--- config.mk ---
export PLATFORM = sky130hd
export DESIGN_NAME = branch_redirect_ctrl
export DESIGN_NICKNAME = d
export VERILOG_FILES = /design/src/rtl/branch_redirect_ctrl.sv
export SDC_FILE = /design/constraint.sdc
export NUM_CORES = 1
export LEC_CHECK = 0
export BUFFER_PORTS_ARGS = -buffer_cell sky130_fd_sc_hd__buf_2
export CAP_MARGIN = 20
export CORE_MARGIN = 2
export CORE_UTILIZATION = 61
export CTS_CLUSTER_DIAMETER = 40
export CTS_CLUSTER_SIZE = 25
export DETAILED_ROUTE_END_ITERATION = 8
export PLACE_DENSITY_LB_ADDON = 0.2
export SETUP_SLACK_MARGIN = 0.5
export SYNTH_ARGS = -nofsm -noshare
export SYNTH_HDL_FRONTEND = slang
export SYNTH_SLANG_ARGS = --single-unit
--- constraint.sdc ---
create_clock -name clk -period 6.95 [get_ports clk]
set_clock_uncertainty 0.15 [all_clocks]
set_input_delay 0.695 -clock clk [delete_from_list [all_inputs] [get_ports clk]]
set_output_delay 0.695 -clock clk [all_outputs]
set_load 0.005 [all_outputs]
--- src/rtl/branch_redirect_ctrl.sv ---
// Control-flow redirect sequencer: compares EX branch/jump resolution with the
// fetch-time prediction, drives flush + PC redirect into IF, and owns a bimodal BHT.
module branch_redirect_ctrl #(
   parameter int BHT_ENTRIES  = 64,
   parameter int FLUSH_CYCLES = 2
) (
   input  logic        clk,
   input  logic        rst,
   input  logic [31:0] lookup_pc,
   output logic        pred_taken_o,
   input  logic        res_valid,
   input  logic        res_is_branch,
   input  logic [31:0] res_pc,
   input  logic        res_taken,
   input  logic [31:0] res_target,
   input  logic        res_pred_taken,
   input  logic [31:0] res_pred_target,
   output logic        redirect_valid_o,
   output logic [31:0] redirect_pc_o,
   input  logic        redirect_ready,
   output logic        flush_o,
   output logic        busy_o,
   output logic [31:0] mispredict_cnt_o
);

   localparam int IDX_W = $clog2(BHT_ENTRIES);
   localparam int CNT_W = $clog2(FLUSH_CYCLES + 1);

   typedef enum logic [1:0] {IDLE, REDIRECT, DRAIN} state_e;

   state_e           state_q, state_d;
   logic [CNT_W-1:0] drain_q, drain_d;
   logic [31:0]      rpc_q, rpc_d;
   logic [31:0]      mcnt_q, mcnt_d;
   logic [1:0]       bht_q [BHT_ENTRIES];

   logic [IDX_W-1:0] lookup_idx;
   logic [IDX_W-1:0] res_idx;
   logic             accept;
   logic             mispredict;
   logic             unused_lookup;

   function automatic logic [1:0] sat_update(input logic [1:0] cnt, input logic taken);
      if (taken) begin
         return (cnt == 2'b11) ? cnt : cnt + 2'd1;
      end
      return (cnt == 2'b00) ? cnt : cnt - 2'd1;
   endfunction

   assign lookup_idx    = lookup_pc[IDX_W+1:2];
   assign res_idx       = res_pc[IDX_W+1:2];
   assign unused_lookup = ^{lookup_pc[31:IDX_W+2], lookup_pc[1:0]};

   // Read is not bypassed: an update lands at the edge and is seen the cycle after.
   assign pred_taken_o = bht_q[lookup_idx][1];

   // Resolves arriving outside IDLE are wrong-path and must not touch any state.
   assign accept     = res_valid && (state_q == IDLE);
   assign mispredict = (res_taken != res_pred_taken) ||
                       (res_taken && res_pred_taken && (res_target != res_pred_target));

   always_ff @(posedge clk) begin
      if (rst) begin
         for (int i = 0; i < BHT_ENTRIES; i++) begin
            bht_q[i] <= 2'b01;
         end
      end else if (accept && res_is_branch) begin
         bht_q[res_idx] <= sat_update(bht_q[res_idx], res_taken);
      end
   end

   always_ff @(posedge clk) begin
      if (rst) begin
         state_q <= IDLE;
         drain_q <= '0;
         rpc_q   <= '0;
         mcnt_q  <= '0;
      end else begin
         state_q <= state_d;
         drain_q <= drain_d;
         rpc_q   <= rpc_d;
         mcnt_q  <= mcnt_d;
      end
   end

   always_comb begin
      state_d          = state_q;
      drain_d          = drain_q;
      rpc_d            = rpc_q;
      mcnt_d           = mcnt_q;
      redirect_valid_o = 1'b0;
      flush_o          = 1'b0;
      case (state_q)
         IDLE: begin
            if (accept && mispredict) begin
               state_d = REDIRECT;
               rpc_d   = res_taken ? res_target : res_pc + 32'd4;
               mcnt_d  = mcnt_q + 32'd1;
            end
         end
         REDIRECT: begin
            redirect_valid_o = 1'b1;
            flush_o          = 1'b1;
            if (redirect_ready) begin
               if (FLUSH_CYCLES == 1) begin
                  state_d = IDLE;
               end else begin
                  state_d = DRAIN;
                  drain_d = CNT_W'(FLUSH_CYCLES - 1);
               end
            end
         end
         DRAIN: begin
            flush_o = 1'b1;
            drain_d = drain_q - CNT_W'(1);
            if (drain_q == CNT_W'(1)) begin
               state_d = IDLE;
            end
         end
         default: state_d = IDLE;
      endcase
   end

   assign busy_o           = (state_q != IDLE);
   assign redirect_pc_o    = rpc_q;
   assign mispredict_cnt_o = mcnt_q;

endmodule

* Yosys cells after proc, flatten, opt, wreduce, memory -nomap -nowiden *
Memories as Yosys holds them, arrays and structs flattened.
Index checks and enable logic that the tools add are counted.

word-level totals
  memory bits (writable) = 128
  register bits after elaboration = 68
  memories = 1

memories
  memory  words  width  rd ports  clocked after memory_dff  write ports  line  RTL
  bht_q   64     2      2         0                         64           35    logic [1:0] bht_q [BHT_ENTRIES];

cells by class
  reduce and logical (&&, ||, !) cells = 15
  eq/ne operators = 9
  muxes and demuxes = 26
  add/sub/neg operators = 5

operators by type and width
  operator                                                            number
  32-bit by 1-bit adder with 32-bit output, second input constant     1
  32-bit by 3-bit adder with 32-bit output, second input constant     1
  32-bit two-way mux                                                  1
  32-bit != test                                                      1
  2-bit two-way mux                                                   11
  1-bit two-way mux                                                   11
  6-bit two-way mux                                                   1
  2-bit case mux with 3 select lines                                  1
  1-bit logical AND                                                   5
  2-bit by 1-bit == test with 1-bit output, second input constant     2
  2-bit == test, second input constant                                2
  2-bit logical NOT                                                   2
  2-bit != test, second input constant                                2
  2-bit case mux with 2 select lines                                  1
  2-bit AND reduction                                                 2
  2-bit nonzero test                                                  2
  2-bit OR reduction                                                  2
  2-bit by 1-bit subtractor with 2-bit output, second input constant  2
  3-bit AND reduction                                                 1
  2-bit by 1-bit adder with 2-bit output, second input constant       1
  2-bit by 1-bit != test with 1-bit output, second input constant     1
  1-bit logical OR                                                    1
  1-bit != test                                                       1

* Logic depth before layout (Yosys ltp) *
Gate-level depths: netlist (run 1).

  depth after elaboration = 9
  mapped depth = 13
  mapped depth without buffers = 8

* Least setup slack after synthesis (run 1) *
Ideal clock, no wire load.

  kind = input to output
  from = input port lookup_pc[2]
  to = output port pred_taken_o
  arrival time = 3107 ps
  setup slack = 2998 ps
  buffers on the path = 2
  cell stages on the path = 5
  cell sequence = clkbuf_1 > buf_1 > mux4_2 > mux4_2 > mux4_2

between the ends
  word-level cells in the longest chain between the ends = 1

RTL lines
  element            line  RTL
  start, declared    9     input logic [31:0] lookup_pc,
  memory 64 x 2 bit  -
  end, declared      10    output logic pred_taken_o,

No other way between the ends.

==> results of run 1 <==
## routing by layer
layer,up-vias,part of all wire,track usage
met1,4557,0.37,0.4038
met4,0,0.045,0.1626
met2,525,0.48,0.5503
met3,87,0.10,0.08479
met5,-,0,0
li1,4405,-,-
## worst max-delay path by stage
stage                       from  slack (ns)  cells after the start            to
global placement       res_pc[3]        2.19                     10  bht_q[15][0]
floorplan           lookup_pc[2]        3.00                      5  pred_taken_o
detailed placement     res_pc[3]        2.15                     10  bht_q[13][0]
CTS                    res_pc[3]        2.60                     10  bht_q[13][0]
finish                 res_pc[3]        2.54                     10  bht_q[13][0]
global route           res_pc[3]        2.39                     10  bht_q[12][0]
## area by class of cell
type,count,area (um^2),area share
clock inverters,7,96.34,0.007536
clock buffers,25,495.5,0.03876
well taps,229,286.5,0.02241
multi-input cells,836,5632,0.4405
inverters,20,75.07,0.005873
diodes,9,22.52,0.001762
repair buffers,186,970.9,0.07595
flip-flops and latches,196,5205,0.4072
## tightest hold or removal path, cell delays in order (launching register included)
cell and delay, ns:
dfxtp_1 0.31, nand2_1 0.05, a21oi_1 0.05
## sequential cells by signal, summed over array words and instances, names as in the netlist
signal            cells
bht_q               128
drain_q               2
mispredict_cnt_o     32
redirect_pc_o        32
state_q               2
## cell usage after synthesis, types with 4 or more instances
master / n / share of area
mux4_2: 35 / 0.069
nand4_1: 18 / 0.0099
a31o_2: 4 / 0.0031
nand3_1: 63 / 0.028
and2_1: 7 / 0.0039
a22oi_1: 4 / 0.0026
ha_1: 8 / 0.0088
nor3_1: 58 / 0.026
nand3b_1: 5 / 0.0033
mux2_2: 5 / 0.0050
mux2_1: 4 / 0.0040
or2_2: 36 / 0.020
nor2_1: 87 / 0.029
a211oi_1: 10 / 0.0066
buf_2: 4 / 0.0018
buf_1: 5 / 0.0017
edfxtp_1: 128 / 0.34
inv_1: 17 / 0.0056
o21bai_1: 8 / 0.0053
or3_1: 7 / 0.0039
a21oi_1: 56 / 0.025
o31ai_1: 5 / 0.0033
dfxtp_1: 68 / 0.12
a2111oi_0: 9 / 0.0069
o211ai_1: 16 / 0.011
o21ai_0: 26 / 0.011
xnor2_1: 21 / 0.016
nor2b_1: 12 / 0.0066
xor2_1: 50 / 0.039
mux2i_1: 17 / 0.015
clkbuf_1: 51 / 0.017
buf_6: 15 / 0.015
nand2_1: 149 / 0.049
nor4_1: 10 / 0.0055
nand2b_1: 20 / 0.011
or4_1: 7 / 0.0046
a21o_1: 14 / 0.0092
buf_4: 10 / 0.0066
and3_1: 14 / 0.0077
## per-stage QoR
stage          hold WS, ns  instance area (um^2)    util  std cells
6_report            0.3062                 12780  0.7044       1508
5_1_grt             0.3182                 12780  0.7044       1508
4_1_cts             0.3068                 12760  0.7032       1499
3_5_place_dp        0.2956                 12170  0.6706       1467
3_3_place_gp        0.2885                 12170  0.6706       1467
2_1_floorplan       0.2982                 11370       -       1137
## where the power goes
part / internal [uW] / leakage (uW) / total [uW] / switching [uW]
Combinational: 191 / 0.00255 / 533 / 342
Clock: 570 / 0.000280 / 1010 / 436
Sequential: 1290 / 0.00165 / 1320 / 32.7
## cell families after synthesis
| kind of cell | Yosys count | share of synthesized area |
|---|---|---|
| buffers and inverters | 105 | 0.04829 |
| flip-flops | 196 | 0.4576 |
| AND/OR/NAND/NOR | 508 | 0.2218 |
| multiplexers | 63 | 0.09582 |
| AO/OA/AOI/OAI | 184 | 0.1111 |
| XOR/XNOR | 71 | 0.05468 |
| adder cells (fa/ha/maj) | 10 | 0.01067 |
==> metrics.txt, run 1 <==
clock tree sinks=196; Syn Inst Count=roughly 1100; nets=1400; final setup vio count=0; synth warn=0; RSZ-0062 raised after global routing=no; most common cell after layout, fill and taps aside=buf_2; Cells on Worst Hold Path=2; Detailed Route WL=between 30000 and 40000 um; sequential element share of the synthesized area=0.4576; mean post-synth cell area=approximately 10 um^2; setup total negative slack=0 ns; Power Density=roughly 220 nW/um^2; CTS Buf Count=17; Iter 0 DRT Violations=between 800 and 900; Post-CTS Hold Fix Bufs=0; f_max=~230 MHz; CP peak stage delay=approximately 0.7 ns; IO buf count=176; gp weighted congestion=0.9164; CP top delay family=buffers and inverters; period utilization=0.6340; commonest register cell after synthesis=edfxtp_1; area of the die=19750 um^2; Die Ht=approximately 140 um; Mapped Nets=around 1300; Post-synth EDFFs=about 130; Reg-to-Reg Start=state_q[0]; min-delay src=redirect_pc_o[15]; max_slew headroom=0.2590; Peak VDD IR=slightly above 0.2 mV; DR vias/cell=roughly 6.3; via count=9574; clock tree buffer depth=2; clock root buffer=clkbuf_16; Reg2Reg Depth=9; crit-path max FO=37; layout cells sized above 1=0.2472; dpl hpwl=about 23000 um; DRT Pass-1 Iters=6; first-pass GRT wire length=~50000 um; GRT Overall Usage=0.3309; Worst path slowest cell=maj3_2; Worst R2R End=bht_q[60][1]; pre-CTS setup slack=approximately 2.1 ns; Resized Gates After CTS=0; CP endpoint kind=flip-flop; CP dominant cell by count=buf_4; CP required=a little under 7 ns; fin. max-slew vios=0; vias in the first global route=9393; MaxCap Viol Count=0; most frequent cells in the layout=175 x buf_2, 149 x nand2_1, 128 x edfxtp_1; crit path launch type=primary input; Clk Latency, worst-skew pair=0.44 ns; post-synthesis register bit count=196; Layout area overhead=12.40%; Site Rows=~50; crit path time final=roughly 4.4 ns; Initial Util=0.6267; Hold Crit Class=flip-flop to flip-flop; final hold vios=0; H-Tree Level Count=4; I/O pin count=~200; DRC viols=0; die width=140.5 um; CP cell instances=buf_2 > buf_4 > mux4_2 > nor2_1 > nor3_1 > a211o_1 > nor4_2 > maj3_2 > buf_4 > nand3_1; Least-Margin Pin Slew=around 1.1 ns; PnR worst setup slack=2.544 ns; area of the core=18150 um^2; CP Data Arrival Time=4.39 ns; Unique masters post-synth=75; CTS tree=built; WP buf/inv=3; post-synthesis async set-or-reset flop share=0; Reg clk slew, reported paths=approximately 0.070 ns; Crit Path Category=primary input to flip-flop; Synth Cell Area=approximately 11000 um^2; Fillers=around 1400; # Post-CTS Setup Buffers=0; DRT antenna net count=0; wire per inst=21.46 um; leakage power=~0.0045 uW; initial antenna violation count=9; total grt overflow=0; Reg2Reg Setup Slack=roughly 3.1 ns; outcome=complete, no violations; sink of the worst hold path=redirect_pc_o[15]; largest net degree at the start of global routing=between 70 and 80; Tot Pwr=~2900 uW
Note: power is estimated with default switching activity, not from simulation.
==> inputs of run 2 (changes only) <==
--- a/config.mk
+++ b/config.mk
@@ -8,7 +8,7 @@
 export BUFFER_PORTS_ARGS = -buffer_cell sky130_fd_sc_hd__buf_2
 export CAP_MARGIN = 20
 export CORE_MARGIN = 2
-export CORE_UTILIZATION = 61
+export CORE_UTILIZATION = 51
 export CTS_CLUSTER_DIAMETER = 40
 export CTS_CLUSTER_SIZE = 25
 export DETAILED_ROUTE_END_ITERATION = 8
==> constraint.sdc (replaced) <==
create_clock -name clk -period 3.85 [get_ports clk]
set_clock_uncertainty 0.15 [all_clocks]
set_input_delay 0.385 -clock clk [delete_from_list [all_inputs] [get_ports clk]]
set_output_delay 0.385 -clock clk [all_outputs]
set_load 0.005 [all_outputs]
==> run 2 against run 1 <==
  * Routed wire length grew 2.7%
  * Clock power is 72% higher
  * Combinational power rose by 87%
  * Core utilization down 11 points
  * Register-to-register slack lost 2.3 ns
  * Power increased by 79%
  * Flip-flop and latch count unchanged
==> metrics.txt, run 2 (synthesis results as in run 1) <==
CTS tree=built; largest net degree at the start of global routing=roughly 110; CP peak stage delay=about 0.54 ns; die width=around 150 um; Least-Margin Pin Slew=about 1.1 ns; P_sw=between 1500 and 2000 uW; placed cell area=approximately 12000 um^2; final hold vios=0; Post-CTS Hold Fix Bufs=0; layout cells sized above 1=0.2643; f_max=roughly 310 MHz; Peak VDD IR=0.3125 mV; Crit Path Category=primary input to flip-flop; total grt overflow=0; max_slew headroom=0.2708; DR vias/cell=6.093; Reg clk slew, reported paths=roughly 0.07 ns; CP Data Arrival Time=about 3.4 ns; Flop pwr share=0.465; leakage power=0.004615 uW; CP endpoint kind=flip-flop; DRT Pass-1 Iters=5; final design area excluding fillers=about 13000 um^2; fin. max-slew vios=0; WP buf/inv=3; dpl hpwl=roughly 24000 um; CP top delay family=buffers and inverters; Site Rows=54; Clk Latency, worst-skew pair=approximately 0.45 ns; CP required=~4.0 ns; Layout area overhead=14.58%; gp weighted congestion=slightly below 0.9; outcome=complete, no violations; H-Tree Level Count=4; initial antenna violation count=4; most frequent cells in the layout=174 x buf_2, 149 x nand2_1, 128 x edfxtp_1; Fillers=1874; Sw Share=0.2952; RSZ-0062 raised after global routing=no; setup total negative slack=0 ns; nets=between 1000 and 1500; wire per inst=between 20 and 25 um; crit path time final=roughly 3.2 ns; Clock power frac=0.340; I/O pin count=between 200 and 250; Largest register FFs=128; Die Ht=approximately 150 um; CTS Buf Count=17; CP dominant cell by count=buf_4; area of the die=about 24000 um^2; Gate power share=0.195; crit path launch type=primary input; DRC viols=0; P_int=between 3000 and 4000 uW; final setup vio count=0; vias in the first global route=about 9500; MaxCap Viol Count=0; Iter 0 DRT Violations=around 790; clock tree buffer depth=2; IO buf count=176; Tot Pwr=a little over 5000 uW; first-pass GRT wire length=52580 um; GRT Overall Usage=0.2868; period utilization=0.8320; Worst path slowest cell=mux4_2; area of the core=21820 um^2; Power Density=a little under 400 nW/um^2; DRT antenna net count=0; Detailed Route WL=between 30000 and 40000 um; # Post-CTS Setup Buffers=0; CP cell instances=buf_2 > buf_4 > mux4_2 > mux2i_1 > o221ai_1 > or4_1 > maj3_2 > buf_4 > nand4_1; Finished Core Util=0.5971; clock root buffer=clkbuf_16; via count=slightly below 10000; crit-path max FO=43; Worst Hold Margin=0.1174 ns; Hold Crit Class=primary input to flip-flop; most common cell after layout, fill and taps aside=buf_2; clock tree sinks=about 200; Top reg by flops=bht_q; Initial Util=0.5212
-- run 2: cell types whose count changed in the layout (fill, tap and decap cells not counted), sizes merged --
cell | before | now
clkbuf | 25 | 21
diode | 9 | 4
bufinv | 2 | 0
clkinv | 2 | 5
buf | 186 | 209
inv | 20 | 27
clkinvlp | 3 | 0
-- run 2: repair_timing --
| action | in CTS | in global routing |
|---|---|---|
| resized for setup | 0 | 1 |
| endpoints found under the hold margin | 0 | 0 |
| endpoints found under the setup margin | 0 | 3 |
-- run 2: final timing paths --
| kind | startpoint | slack (ns) | cells after the start | end |
|---|---|---|---|---|
| worst min register to register | redirect_pc_o[13] | 0.30 | 2 | redirect_pc_o[13] |
| worst max-delay path | res_pc[3] | 0.65 | 9 | bht_q[15][0] |
| worst min-delay path | redirect_ready | 0.12 | 4 | drain_q[0] |
| worst max register to register | bht_q[46][1] | 0.83 | 8 | bht_q[14][0] |
-- run 2: power by group through the flow --
stage	logic, uW	registers (uW)	clock network, uW
final	998	2380	1740
after global routing	1090	2390	1840
after CTS	995	2380	1750
after detailed placement	991	2430	0
after global placement	976	2420	0
after floorplan	643	2420	0
-- run 2: routing by layer --
metal | routed length, um | share of wire | track usage
met5 | 14 | 0.00042 | 0
met1 | 12850 | 0.39 | 0.3580
met3 | 2640 | 0.079 | 0.06039
met4 | 1334 | 0.040 | 0.1210
met2 | 16400 | 0.49 | 0.4851
-- run 2: worst register-to-register path, stage by stage (launching register included) --
cell	delay, ns
edfxtp_1	0.40
mux4_2	0.49
nor2_1	0.12
nor3_1	0.09
a211o_1	0.26
nor4_2	0.33
maj3_2	0.28
buf_4	0.43
nand3_1	0.19
-- run 2: layout make-up --
type                            instances  area [um^2]  area share
Inverter                               20        75.07    0.005761
Clock buffer                           20        478.0     0.03668
Antenna cell                            4        10.01   0.0007681
Multi-Input combinational cell        836         5632      0.4322
Clock inverter                         12        90.09    0.006913
Timing Repair Buffer                  210         1191     0.09141
Tap cell                              280        350.3     0.02688
Sequential cell                       196         5205      0.3994
-- run 2: through the flow --
step / setup slack (ns) / cells
floorplan: 0.5181 / 1137
CTS: 0.6749 / 1574
global placement: 0.2935 / 1542
detailed placement: 0.2206 / 1542
global route: 0.5600 / 1576
finish: 0.6470 / 1578
